`src/rtl/l2_ecc_err_monitor.sv`:
```
// L2 ECC error monitor: lifetime and sliding-window error counts, threshold alert, register port.
// Define L2_ECC_TIMESTAMP_EN to add a free-running cycle counter and the TSTAMP register at 0x14.
module l2_ecc_err_monitor #(
  parameter int unsigned CntWidth  = 16,
  parameter int unsigned WinWidth  = 24,
  parameter int unsigned DataWidth = 32
) (
  input  logic                 clk_i,
  input  logic                 rst_i,
  input  logic                 ecc_error_i,
  input  logic                 req_valid_i,
  output logic                 req_ready_o,
  input  logic                 req_write_i,
  input  logic [4:0]           req_addr_i,
  input  logic [DataWidth-1:0] req_wdata_i,
  output logic                 rsp_valid_o,
  input  logic                 rsp_ready_i,
  output logic [DataWidth-1:0] rsp_rdata_o,
  output logic                 irq_o
);

  localparam logic [2:0] RegCtrl   = 3'd0;
  localparam logic [2:0] RegThresh = 3'd1;
  localparam logic [2:0] RegWindow = 3'd2;
  localparam logic [2:0] RegCount  = 3'd3;
  localparam logic [2:0] RegStatus = 3'd4;
  localparam logic [CntWidth-1:0] CntMax = '1;

  typedef enum logic [1:0] {StIdle, StMonitor, StAlert} state_e;

  state_e                state_q, state_d;
  logic                  ctrl_en_q, ctrl_en_d;
  logic [CntWidth-1:0]   thresh_q, thresh_d;
  logic [WinWidth-1:0]   window_q, window_d;
  logic [CntWidth-1:0]   count_q, count_d;
  logic                  sat_q, sat_d;
  logic [CntWidth-1:0]   win_cnt_q, win_cnt_d;
  logic [WinWidth-1:0]   win_cyc_q, win_cyc_d;
  logic                  irq_q;
  logic                  req_ready_q;
  logic                  rsp_valid_q, rsp_valid_d;
  logic [DataWidth-1:0]  rdata_q, rdata_d;
  logic [DataWidth-1:0]  rd_val;

  logic       accept, wr_en, active, ev, cnt_clr, alert_clr, wrap, hit;
  logic [2:0] reg_sel;
  logic       unused_bits;

  assign reg_sel   = req_addr_i[4:2];
  assign accept    = req_valid_i && req_ready_q;
  assign wr_en     = accept && req_write_i;
  assign active    = (state_q != StIdle) && ctrl_en_q;
  assign ev        = active && ecc_error_i;
  assign cnt_clr   = wr_en && (reg_sel == RegCount);
  assign alert_clr = wr_en && (reg_sel == RegStatus) && req_wdata_i[0] && (state_q == StAlert);
  assign wrap      = (window_q != '0) && (win_cyc_q == window_q - WinWidth'(1));
  assign unused_bits = ^{req_addr_i[1:0], req_wdata_i};

`ifdef L2_ECC_TIMESTAMP_EN
  localparam logic [2:0] RegTstamp = 3'd5;

  logic [31:0] ts_cnt_q, tstamp_q;
  logic        ts_armed_q;

  // Latch the cycle count of the first counted error since reset or the last COUNT clear.
  always_ff @(posedge clk_i) begin
    if (rst_i) begin
      ts_cnt_q   <= '0;
      tstamp_q   <= '0;
      ts_armed_q <= 1'b1;
    end else begin
      ts_cnt_q <= ts_cnt_q + 32'd1;
      if (cnt_clr) begin
        tstamp_q   <= ev ? ts_cnt_q : 32'd0;
        ts_armed_q <= !ev;
      end else if (ts_armed_q && ev) begin
        tstamp_q   <= ts_cnt_q;
        ts_armed_q <= 1'b0;
      end
    end
  end
`endif

  // Read mux, sampled on the accept cycle.
  always_comb begin
    rd_val = '0;
    case (reg_sel)
      RegCtrl:   rd_val = DataWidth'(ctrl_en_q);
      RegThresh: rd_val = DataWidth'(thresh_q);
      RegWindow: rd_val = DataWidth'(window_q);
      RegCount:  rd_val = DataWidth'(count_q);
      RegStatus: rd_val = DataWidth'({win_cnt_q, sat_q, state_q == StAlert});
`ifdef L2_ECC_TIMESTAMP_EN
      RegTstamp: rd_val = DataWidth'(tstamp_q);
`endif
      default:   rd_val = '0;
    endcase
  end

  always_comb begin
    state_d     = state_q;
    ctrl_en_d   = ctrl_en_q;
    thresh_d    = thresh_q;
    window_d    = window_q;
    count_d     = count_q;
    sat_d       = sat_q;
    win_cnt_d   = win_cnt_q;
    win_cyc_d   = win_cyc_q;
    rsp_valid_d = rsp_valid_q;
    rdata_d     = rdata_q;

    if (wr_en && reg_sel == RegCtrl)   ctrl_en_d = req_wdata_i[0];
    if (wr_en && reg_sel == RegThresh) thresh_d  = req_wdata_i[CntWidth-1:0];
    if (wr_en && reg_sel == RegWindow) window_d  = req_wdata_i[WinWidth-1:0];

    // Lifetime count: a clear and a same-cycle event leave COUNT at 1.
    if (cnt_clr) begin
      count_d = CntWidth'(ev);
      sat_d   = 1'b0;
    end else if (ev && count_q != CntMax) begin
      count_d = count_q + CntWidth'(1);
    end
    if (count_d == CntMax) sat_d = 1'b1;

    // Sliding window: an event on the restart cycle belongs to the new window.
    if (!active) begin
      win_cnt_d = '0;
      win_cyc_d = '0;
    end else if (alert_clr || wrap) begin
      win_cnt_d = CntWidth'(ecc_error_i);
      win_cyc_d = '0;
    end else begin
      win_cyc_d = win_cyc_q + WinWidth'(1);
      if (ecc_error_i && win_cnt_q != CntMax) win_cnt_d = win_cnt_q + CntWidth'(1);
    end
    hit = (thresh_q != '0) && (win_cnt_d >= thresh_q);

    case (state_q)
      StIdle:    if (ctrl_en_q) state_d = StMonitor;
      StMonitor: begin
        if (!ctrl_en_q) state_d = StIdle;
        else if (hit)   state_d = StAlert;
      end
      StAlert: begin
        if (!ctrl_en_q)     state_d = StIdle;
        else if (alert_clr) state_d = StMonitor;
      end
      default:   state_d = StIdle;
    endcase

    if (rsp_valid_q && rsp_ready_i) rsp_valid_d = 1'b0;
    if (accept) begin
      rsp_valid_d = 1'b1;
      rdata_d     = req_write_i ? '0 : rd_val;
    end
  end

  always_ff @(posedge clk_i) begin
    if (rst_i) begin
      state_q     <= StIdle;
      ctrl_en_q   <= 1'b0;
      thresh_q    <= '0;
      window_q    <= '0;
      count_q     <= '0;
      sat_q       <= 1'b0;
      win_cnt_q   <= '0;
      win_cyc_q   <= '0;
      irq_q       <= 1'b0;
      req_ready_q <= 1'b1;
      rsp_valid_q <= 1'b0;
      rdata_q     <= '0;
    end else begin
      state_q     <= state_d;
      ctrl_en_q   <= ctrl_en_d;
      thresh_q    <= thresh_d;
      window_q    <= window_d;
      count_q     <= count_d;
      sat_q       <= sat_d;
      win_cnt_q   <= win_cnt_d;
      win_cyc_q   <= win_cyc_d;
      irq_q       <= (state_q == StAlert);
      req_ready_q <= !rsp_valid_d;
      rsp_valid_q <= rsp_valid_d;
      rdata_q     <= rdata_d;
    end
  end

  assign req_ready_o = req_ready_q;
  assign rsp_valid_o = rsp_valid_q;
  assign rsp_rdata_o = rdata_q;
  assign irq_o       = irq_q;

endmodule
```
`config.mk`:
```
export PLATFORM = sky130hd
export DESIGN_NAME = l2_ecc_err_monitor
export DESIGN_NICKNAME = d
export VERILOG_FILES = /design/src/rtl/l2_ecc_err_monitor.sv
export SDC_FILE = /design/constraint.sdc
export NUM_CORES = 1
export LEC_CHECK = 0
export BUFFER_PORTS_ARGS = -buffer_cell sky130_fd_sc_hd__buf_4
export CAP_MARGIN = 20
export CORE_MARGIN = 1.5
export CORE_UTILIZATION = 59
export CTS_CLUSTER_SIZE = 25
export DETAILED_ROUTE_END_ITERATION = 10
export HOLD_SLACK_MARGIN = 0.06
export PLACE_DENSITY = 0.9
export SYNTH_ARGS = -nofsm -noshare
export SYNTH_HDL_FRONTEND = slang
export SYNTH_SLANG_ARGS = --single-unit
```
`constraint.sdc`:
```
create_clock -name clk_i -period 7.79 [get_ports clk_i]
set_clock_uncertainty 0.05 [all_clocks]
set_input_delay 0.779 -clock clk_i [delete_from_list [all_inputs] [get_ports clk_i]]
set_output_delay 0.779 -clock clk_i [all_outputs]
set_load 0.05 [all_outputs]
```
==> results of run 1 <==
## where the power goes
group          internal [uW]  leakage [uW]  switching [uW]  total [uW]
Clock                    559      0.000306             289         849
Sequential               653       0.00102            4.75         658
Combinational           32.1       0.00158            59.9        92.0
## worst max-delay path, cell delays in order (launching register included)
cell,delay [ps]
dfxtp_1,420
inv_1,100
ha_1,220
nor3b_2,450
a21oi_1,150
or4_1,520
nor3_1,260
nand4_1,190
nand4bb_1,630
nand3_1,310
nand3_1,100
ha_1,270
nand2b_1,140
a21o_1,170
a21o_1,190
a21o_1,180
a21oi_1,150
o21ai_0,130
a211oi_1,450
o211a_1,220
## stage by stage
step	utilization (%)	setup slack (ps)	area (sq um)	std cells	power (uW)
5_1_grt	69.6	2230	8010	1071	1640
6_report	69.6	2420	8010	1071	1600
3_3_place_gp	64.1	2890	7380	1039	758
3_5_place_dp	64.1	2850	7380	1039	760
4_1_cts	69.6	2660	8010	1071	1590
2_1_floorplan	-	3870	7020	889	735
## kinds of logic after synthesis
family | synth area share (%)
buf+inv | 5.45
mux | 1.16
other cells | 0.0536
flops | 36.3
compound gates | 14.9
fa+ha+maj | 3.58
simple gates | 28.4
xor+xnor | 10.1
## worst max-delay path by stage
stage	from	endpoint	slack (ps)
final	window_q[0]	state_q[0]	2420
after global routing	window_q[0]	state_q[0]	2230
after CTS	window_q[0]	state_q[0]	2660
after detailed placement	window_q[0]	state_q[0]	2850
after global placement	window_q[0]	state_q[0]	2890
after floorplan	window_q[0]	state_q[0]	3870
## layout make-up
type,count,share of cell area [%]
Timing Repair Buffer,61,5.72
Tap cell,143,2.23
Sequential cell,127,31.7
Inverter,25,1.17
Clock buffer,22,5.92
Multi-Input combinational cell,683,51.2
Clock inverter,10,1.98
## synthesized netlist by cell type (all sizes together) (3+ instances only)
| cell | instances |
|---|---|
| a21o | 6 |
| xnor2 | 48 |
| nor3b | 6 |
| and4 | 5 |
| nor2b | 9 |
| a21oi | 90 |
| nand2 | 136 |
| nor3 | 19 |
| clkbuf | 37 |
| nand3 | 32 |
| and3 | 12 |
| or3 | 3 |
| o31ai | 3 |
| nand4 | 17 |
| and2 | 3 |
| nor4 | 13 |
| nand2b | 7 |
| ha | 20 |
| dfxtp | 127 |
| xor2 | 33 |
| inv | 25 |
| mux2i | 7 |
| a32oi | 3 |
| o21ai | 17 |
| buf | 17 |
| nor2 | 119 |
| o211a | 3 |
| nand3b | 4 |
| a22oi | 32 |
## registers in the layout, summed over array words and instances, names as in the netlist
register     cells
rsp_rdata_o     24
win_cyc_q       24
window_q        24
count_q         16
thresh_q        16
win_cnt_q       16
state_q          2
ctrl_en_q        1
irq_o            1
req_ready_o      1
rsp_valid_o      1
sat_q            1
## layer usage
metal / up-vias / part of all wire [%] / GRT usage (%)
met5: - / 0 / 0
met4: 0 / 3.5 / 13.1
met3: 62 / 9.1 / 7.08
met2: 353 / 46 / 48.3
met1: 3099 / 42 / 37.5
li1: 3093 / - / -
==> metrics.md, run 1 <==
| Metric | Value |
|---|---|
| Status | finished with violations |
| Failing checks | DRC |
| HP Class | flop to flop |
| Clock Sinks | 127 |
| Hold EP | rsp_rdata_o[21] |
| Max IR drop VDD | 0.173 mV |
| Total core area | roughly 12,000 sq um |
| Fraction of registers with async set/reset | 0% |
| Ys Warns | 0 |
| Tcrit/Tclk final | 68.9% |
| Antenna cell count | 0 |
| Post-Syn Area | about 7000 sq um |
| CP Max Fanout | 8 |
| Data arrival time of the critical path | 5680 ps |
| FF+latch count, synth | 127 |
| Maximum buffer depth of the clock tree | 2 |
| Global route overflow | 0 |
| Routed Antenna Nets | 0 |
| CTS clock-pin slew for the worst setup and hold paths | 60 ps |
| Clock H-tree levels | 4 |
| Die area | 12,500 sq um |
| Worst skew pair latency | 420 ps |
| IO Port Bufs | between 50 and 60 |
| Post-synth EDFFs | 0 |
| Row Count | 39 |
| Routability congestion estimate from global placement | 0.922 |
| Peak Freq | 0.186 GHz |
| Commonest non-fill, non-tap cells in the layout | nand2_1 (136), dfxtp_1 (127), nor2_1 (107) |
| Reg2reg setup slack | 2420 ps |
| CP required | 8100 ps |
| Final wirelength | 18,300 um |
| Sequential share of the synthesized area | 36.3% |
| First-pass GRT wire length | 29,800 um |
| Top cell type's share of synthesized area | 36.3% |
| Worst-margin pin slew | 1030 ps |
| GRT Overall Usage | 29.6% |
| WHS Path Cells | 2 |
| DR vias | 6,607 |
| # setup viols final | 0 |
| Root Buffer | clkbuf_16 |
| Filler Cell Count | 816 |
| Setup Total Neg Slack | 0 ps |
| Vias in the first global route | between 6,000 and 7,000 |
| DPL Wire Length | around 12,000 um |
| # DRC | 4 |
| Crit end category | flop |
| Initial core utilization | 60.8% |
| # IOs | 78 |
| Worst reg-to-reg path cell count | 19 |
| Layout Area Growth over Synthesis | 14.5% |
| DRT iter0 DRCs | ~600 |
| Cells after Synth | 882 |
| Power Dens Cells | 200 nW/um^2 |
| Area contributors post-synth | dfxtp_1 (36%), nand2_1 (7.3%), a21oi_1 (6.4%) |
| Slew HR | a little under a third |
| Pleak | slightly below 0.003 uW |
| Nets | 978 |
| CTS buffer count | 17 |
| WHS | ~400 ps |
| Die span in y | 112 um |
| Post_cts resized | 0 |
| Fin. Hold Viols | 0 |
| Setup CP Type | flop to flop |
| CTS tree | yes |
| Max Cap Viol | 0 |
| Initial antenna violation count | 0 |
| DR vias/cell | 6.17 |
| Layout cells sized above 1 | 12.6% |
| Syn Area/Cell | 7.93 sq um |
| Crit start category | flop |
| Netlist cell types | 66 |
| Setup Buffers After CTS | 0 |
| FF/Latch Area | 2540 sq um |
| Commonest non-fill, non-tap cell in the layout | nand2_1 |
| Hold_sp | rsp_rdata_o[21] |
| Synth Flop Type | dfxtp_1 |
| Minimum clock period after layout | 5370 ps |
| Worst flop-to-flop path startpoint | window_q[0] |
| Final Slew Violations | 0 |
| Leading area contributor after synthesis | dfxtp_1 |
| Pre-Repair DR Iteration Count | 10 |
| Largest net degree at the start of global routing | 75 |
| Unrepaired setup endpoints after global routing | false |
| Reg2reg end | state_q[0] |
| # hold bufs at CTS | 0 |
| WL/cell | 17.0 um |
| Die Width | approximately 110 um |
| Multi-input logic area | 4110 sq um |
(Power assumes the default switching activity.)
==> run 2, diff against run 1 <==
--- a/config.mk
+++ b/config.mk
@@ -8,11 +8,11 @@
 export BUFFER_PORTS_ARGS = -buffer_cell sky130_fd_sc_hd__buf_4
 export CAP_MARGIN = 20
 export CORE_MARGIN = 1.5
-export CORE_UTILIZATION = 59
+export CORE_UTILIZATION = 53
 export CTS_CLUSTER_SIZE = 25
 export DETAILED_ROUTE_END_ITERATION = 10
 export HOLD_SLACK_MARGIN = 0.06
-export PLACE_DENSITY = 0.9
+export PLACE_DENSITY = 0.86
 export SYNTH_ARGS = -nofsm -noshare
 export SYNTH_HDL_FRONTEND = slang
 export SYNTH_SLANG_ARGS = --single-unit
==> constraint.sdc (replaced) <==
create_clock -name clk_i -period 4.3 [get_ports clk_i]
set_clock_uncertainty 0.05 [all_clocks]
set_input_delay 0.43 -clock clk_i [delete_from_list [all_inputs] [get_ports clk_i]]
set_output_delay 0.43 -clock clk_i [all_outputs]
set_load 0.05 [all_outputs]
==> metrics.md, run 2 (synthesis gave the netlist of run 1 again) <==
| Metric | Value |
|---|---|
| Final Slew Violations | 0 (unchanged) |
| CTS tree | yes |
| Pre-Repair DR Iteration Count | 6 (-4) |
| Global route overflow | 0 (unchanged) |
| DRT iter0 DRCs | 662 (+11%) |
| Clock H-tree levels | 4 (unchanged) |
| Nets | 990 (+1.2%) |
| First-pass GRT wire length | 30,400 um (+2.0%) |
| Die Width | 118 um (+5.4%) |
| Antenna cell count | 0 (unchanged) |
| Setup Buffers After CTS | 0 (unchanged) |
| # DRC | 0 (-4) |
| Slew HR | 29.6% (-1.5 points) |
| Commonest non-fill, non-tap cell in the layout | nand2_1 |
| DR vias | 6,591 (-0.24%) |
| Die span in y | 118 um (+5.4%) |
| Max IR drop VDD | 0.216 mV (+24%) |
| GRT Overall Usage | 26.8% (-2.8 points) |
| Setup CP Type | flop to flop |
| CP Max Fanout | 7 (-1) |
| Setup Total Neg Slack | 0 ps (unchanged) |
| WHS Path Cells | 3 (+1) |
| Largest net degree at the start of global routing | 75 (unchanged) |
| # IOs | 78 (unchanged) |
| Power Dens Cells | 348 nW/um^2 (+74%) |
| WHS | 210 ps (-200 ps) |
| Layout Area Growth over Synthesis | 16.5% |
| Minimum clock period after layout | 4100 ps (-1270 ps) |
| HP Class | primary input to flop |
| Crit end category | flop |
| Data arrival time of the critical path | 4410 ps (-1270 ps) |
| Initial core utilization | 54.8% (-6.0 points) |
| Maximum buffer depth of the clock tree | 2 (unchanged) |
| Final wirelength | 18,700 um (+2.4%) |
| Vias in the first global route | 5,991 (-2.1%) |
| Worst skew pair latency | 420 ps (about the same) |
| Layout cells sized above 1 | 14.3% (+1.7 points) |
| Total core area | 12,800 sq um (+11%) |
| Commonest non-fill, non-tap cells in the layout | nand2_1 (136), dfxtp_1 (126), nor2_1 (107) |
| Fin. Hold Viols | 0 (unchanged) |
| Worst-margin pin slew | 1050 ps (+22.5 ps) |
| Peak Freq | 0.244 GHz (+31%) |
| DR vias/cell | 5.94 (-3.7%) |
| Filler Cell Count | 1,007 (+23%) |
| Routed Antenna Nets | 0 (unchanged) |
| Die area | 13,900 sq um (+11%) |
| WL/cell | 16.9 um (-1.1%) |
| DPL Wire Length | 12,700 um (+3.6%) |
| Tcrit/Tclk final | 95.3% (+26 points) |
| CP required | 4610 ps (-3490 ps) |
| Pleak | 0.00299 uW (+2.5%) |
| Clock Sinks | 127 (unchanged) |
| CTS buffer count | 17 (unchanged) |
| Initial antenna violation count | 0 (unchanged) |
| Crit start category | flop |
| Max Cap Viol | 0 (unchanged) |
| Row Count | 41 (+5.1%) |
| Root Buffer | clkbuf_16 |
| IO Port Bufs | 59 (unchanged) |
| Routability congestion estimate from global placement | 0.929 (+0.74%) |
| # setup viols final | 0 (unchanged) |
| Worst reg-to-reg path cell count | 20 (+1) |
| Status | finished, final reports clean |
| CTS clock-pin slew for the worst setup and hold paths | 50 ps (about the same) |
==> run 2: metal layers <==
| layer | wire, um | part of all wire (%) | global-route usage (%) |
|---|---|---|---|
| met5 | 0 | 0 | 0 |
| met4 | 576 | 3.1 | 11.4 |
| met3 | 1560 | 8.3 | 5.52 |
| met2 | 8490 | 45 | 41.0 |
| met1 | 8070 | 43 | 36.7 |
==> run 2: report_power, final <==
group | internal, uW | switching, uW | leakage (uW) | total, uW
registers | 1180 | 7.89 | 0.00102 | 1190
clock network | 961 | 513 | 0.000291 | 1470
logic | 62.5 | 111 | 0.00167 | 173
==> run 2: layout make-up <==
class | instances | area [sq um] | area share (%)
Inverter | 25 | 93.8 | 1.15
Clock buffer | 23 | 488 | 5.99
Clock inverter | 6 | 108 | 1.32
Timing Repair Buffer | 73 | 548 | 6.72
Tap cell | 172 | 215 | 2.64
Sequential cell | 127 | 2540 | 31.2
Multi-Input combinational cell | 683 | 4160 | 51.0
==> run 2: timing repair <==
action / in CTS / in global routing
endpoints found under the setup margin: 0 / 2
hold buffers: 0 / 0
resized for setup: 0 / 9
endpoints found under the hold margin: 0 / 0
==> run 2: per-stage QoR <==
stage / utilization (%) / cells / setup WS [ps] / total power [uW] / instance area, sq um
after floorplan: - / 889 / 381 / 1330 / 7020
after global placement: 58.8 / 1080 / 158 / 1380 / 7510
after detailed placement: 58.8 / 1080 / 63.3 / 1380 / 7510
after CTS: 63.5 / 1109 / 20.9 / 2830 / 8110
after global routing: 63.8 / 1109 / -58.5 / 2900 / 8150
final: 63.8 / 1109 / 201 / 2840 / 8150
==> run 2: path summary, 6_finish.rpt <==
| path | start | slack (ps) | endpoint |
|---|---|---|---|
| min reg2reg | rsp_rdata_o[19] | 410 | rsp_rdata_o[19] |
| max reg2reg | window_q[1] | 200 | state_q[0] |
| min | req_wdata_i[20] | 210 | window_q[20] |
| max | window_q[1] | 200 | state_q[0] |
==> run 2: worst max-delay path: stages, from the launching register on <==
cell,delay (ps)
dfxtp_1,350
inv_1,80
ha_2,200
nor3b_4,240
nand4_1,280
or3_1,430
o211ai_1,80
and4b_1,270
nand4bb_4,120
buf_4,170
nand3_2,110
nor2_1,190
ha_1,270
a21o_1,180
a21o_1,170
a21oi_1,130
nor2b_1,60
o21ai_0,130
a21oi_1,100
a211oi_2,240
o211a_1,190
==> run 3, diff against run 2 <==
--- a/config.mk
+++ b/config.mk
@@ -9,6 +9,7 @@
 export CAP_MARGIN = 20
 export CORE_MARGIN = 1.5
 export CORE_UTILIZATION = 53
+export CTS_CLUSTER_DIAMETER = 100
 export CTS_CLUSTER_SIZE = 25
 export DETAILED_ROUTE_END_ITERATION = 10
 export HOLD_SLACK_MARGIN = 0.06
@@ -16,3 +17,4 @@
 export SYNTH_ARGS = -nofsm -noshare
 export SYNTH_HDL_FRONTEND = slang
 export SYNTH_SLANG_ARGS = --single-unit
+export TNS_END_PERCENT = 30
==> constraint.sdc (replaced) <==
create_clock -name clk_i -period 4.3 [get_ports clk_i]
set_clock_uncertainty 0.05 [all_clocks]
set_input_delay 0.215 -clock clk_i [delete_from_list [all_inputs] [get_ports clk_i]]
set_output_delay 0.215 -clock clk_i [all_outputs]
set_load 0.05 [all_outputs]
==> metrics.md, run 3 (synthesis gave the netlist of run 1 again) <==
| Metric | Value |
|---|---|
| DR vias/cell | 5.82 (-2.1%) |
| Nets | 1,016 (+2.6%) |
| Crit start category | flop |
| IO Port Bufs | 59 (unchanged) |
| Power Dens Cells | 329 nW/um^2 (-5.6%) |
| Switch share | 22.7% (+0.48 points) |
| Logic pwr share | 7.0% (+0.9 points) |
| GRT Overall Usage | 27.1% (+0.25 points) |
| Maximum buffer depth of the clock tree | 2 (unchanged) |
| Max IR drop VDD | 0.272 mV (+26%) |
| Final wirelength | 18,500 um (-1.0%) |
| # DRC | 0 (unchanged) |
| Sw Pwr | 630 uW (-0.35%) |
| Clock network fraction of total power | 50.0% (-1.9 points) |
| Tcrit/Tclk final | 96.2% (+0.84 points) |
| Post-place setup slack | -45.9 ps (-109 ps) |
| Initial antenna violation count | 0 (unchanged) |
| Vias in the first global route | 6,153 (+2.7%) |
| Final instance area | 8430 sq um (+3.4%) |
| Root Buffer | clkbuf_16 |
| DRT iter0 DRCs | 595 (-10%) |
| Global route overflow | 0 (unchanged) |
| Post-placement cell area | 7510 sq um (unchanged) |
| Initial core utilization | 54.8% (unchanged) |
| Worst reg-to-reg path cell count | 19 (-5.0%) |
| Data arrival time of the critical path | 4460 ps (+50 ps) |
| # IOs | 78 (unchanged) |
| Setup ws final | 165 ps (-36.1 ps) |
| Multi-input logic area | 4190 sq um (+0.90%) |
| Filler Cell Count | 975 (-3.2%) |
| Crit-path most repeated cell | a21o_1 |
| Die span in y | 118 um (unchanged) |
| CP max stage cell | or4_4 |
| Worst skew pair latency | 430 ps (about the same) |
| Pre-Repair DR Iteration Count | 5 (-1) |
| CP max stage delay | 520 ps (+90 ps) |
| CTS clock-pin slew for the worst setup and hold paths | 60 ps (about the same) |
| Setup Total Neg Slack | 0 ps (unchanged) |
| Worst-path cell chain | inv_1 -> ha_2 -> nor3b_4 -> a21oi_1 -> or4_4 -> nor3_2 -> nand4_1 -> nand4bb_4 -> buf_6 -> nand3_4 -> nor2_2 -> ha_1 -> a21o_1 -> a21o_1 -> a21o_1 -> a21oi_1 -> o21ai_1 -> a211oi_2 -> o211a_1 |
| CP Max Fanout | 9 (+2) |
| WHS Path Cells | 4 (+1) |
| Non-Filler Instances | 1,137 (+2.5%) |
| Max Cap Viol | 0 (unchanged) |
| Routability congestion estimate from global placement | 0.968 (+4.2%) |
| Clock H-tree levels | 4 (unchanged) |
| Hold EP | rsp_rdata_o[21] |
| Hold_sp | req_write_i |
| Row Count | 41 (unchanged) |
| Total core area | 12,800 sq um (unchanged) |
| Status | finished, final reports clean |
| Final Slew Violations | 0 (unchanged) |
| WL/cell | 16.3 um (-3.5%) |
| Antenna cell count | 0 (unchanged) |
| Clock Sinks | 127 (unchanged) |
| Placed cells | 1,080 (unchanged) |
| FF/Latch Area | 2540 sq um (about the same) |
| Setup CP Type | flop to flop |
| Fin. Hold Viols | 0 (unchanged) |
| Minimum clock period after layout | 4140 ps (+36.1 ps) |
| Pwr Total | 2770 uW (-2.5%) |
| CP required | 4620 ps (about the same) |
| Die area | 13,900 sq um (unchanged) |
| Commonest non-fill, non-tap cells in the layout | nand2_1 (136), dfxtp_1 (125), nor2_1 (106) |
| DR vias | 6,616 (+0.38%) |
| Pleak | 0.00310 uW (+3.9%) |
| Routed Antenna Nets | 0 (unchanged) |
| CTS buffer count | 17 (unchanged) |
| Worst flop-to-flop path startpoint | window_q[0] |
| Worst-margin pin slew | 1050 ps (-3.31 ps) |
| Layout Area Growth over Synthesis | 20.4% |
| DPL Wire Length | 12,800 um (+0.83%) |
| Sequential power share | 43.0% (+1.0 points) |
| Commonest non-fill, non-tap cell in the layout | nand2_1 |
| Crit end category | flop |
| First-pass GRT wire length | 30,500 um (+0.30%) |
| Die Width | 118 um (unchanged) |
| Largest net degree at the start of global routing | 75 (unchanged) |
| # setup viols final | 0 (unchanged) |
| CTS tree | yes |
| Reg2reg setup slack | 160 ps (-40 ps) |
| Reg2reg end | state_q[0] |
| Layout cells sized above 1 | 14.9% (+0.62 points) |
| Peak Freq | 0.242 GHz (-0.87%) |
| Slew HR | 29.8% (+0.22 points) |
| HP Class | primary input to flop |
| Pint | 2140 uW (-3.1%) |
run 3: metrics by stage:
stage	hold WS, ps	utilization [%]
final	151	66.0
after global routing	176	66.0
after CTS	125	65.3
after detailed placement	403	58.8
after global placement	393	58.8
after floorplan	301	-
run 3: layout make-up:
cell class	instances	share of cell area, %
Clock buffer	25	6.12
Clock inverter	6	0.653
Inverter	25	1.11
Multi-Input combinational cell	683	49.8
Sequential cell	127	30.2
Tap cell	172	2.55
Timing Repair Buffer	99	9.61
run 3: repair_timing:
action                                 4_1_cts  5_1_grt
setup buffers                                0        1
resized for setup                            1       18
pin swaps                                    0        4
setup endpoints to repair                    2        2
hold buffers                                25        0
endpoints found under the hold margin       43        0
run 3: worst max-delay path, delay by kind of cell, from the launching register on:
family | cells | cell delay [ps]
flip-flops | 1 | 340
AO/OA/AOI/OAI | 8 | 1410
adder cells (fa/ha/maj) | 2 | 490
buffers and inverters | 2 | 250
AND/OR/NAND/NOR | 7 | 1540
run 3: per-layer routing:
metal	part of all wire, %	vias up	global-route usage [%]	wire (um)
met4	2.8	0	10.8	522
li1	-	3178	-	-
met3	7.5	45	6.15	1380
met5	0	-	0	0
met2	46	293	43.1	8490
met1	44	3100	35.5	8100
run 3: power groups by stage:
| stage | Sequential, uW | Combinational [uW] | Clock (uW) |
|---|---|---|---|
| 6_report | 1190 | 194 | 1380 |
| 5_1_grt | 1190 | 208 | 1430 |
| 4_1_cts | 1190 | 186 | 1390 |
| 3_5_place_dp | 1220 | 166 | 0 |
| 3_3_place_gp | 1220 | 163 | 0 |
| 2_1_floorplan | 1220 | 113 | 0 |
run 3: worst max-delay path by stage:
stage                      from  cells past startpoint         end  slack [ps]
floorplan           window_q[0]                     20  state_q[0]         380
global placement    window_q[0]                     19  state_q[0]          80
detailed placement  window_q[0]                     19  state_q[1]         -50
CTS                 window_q[0]                     19  state_q[0]          50
global route        window_q[0]                     19  state_q[0]         -40
finish              window_q[0]                     19  state_q[0]         160
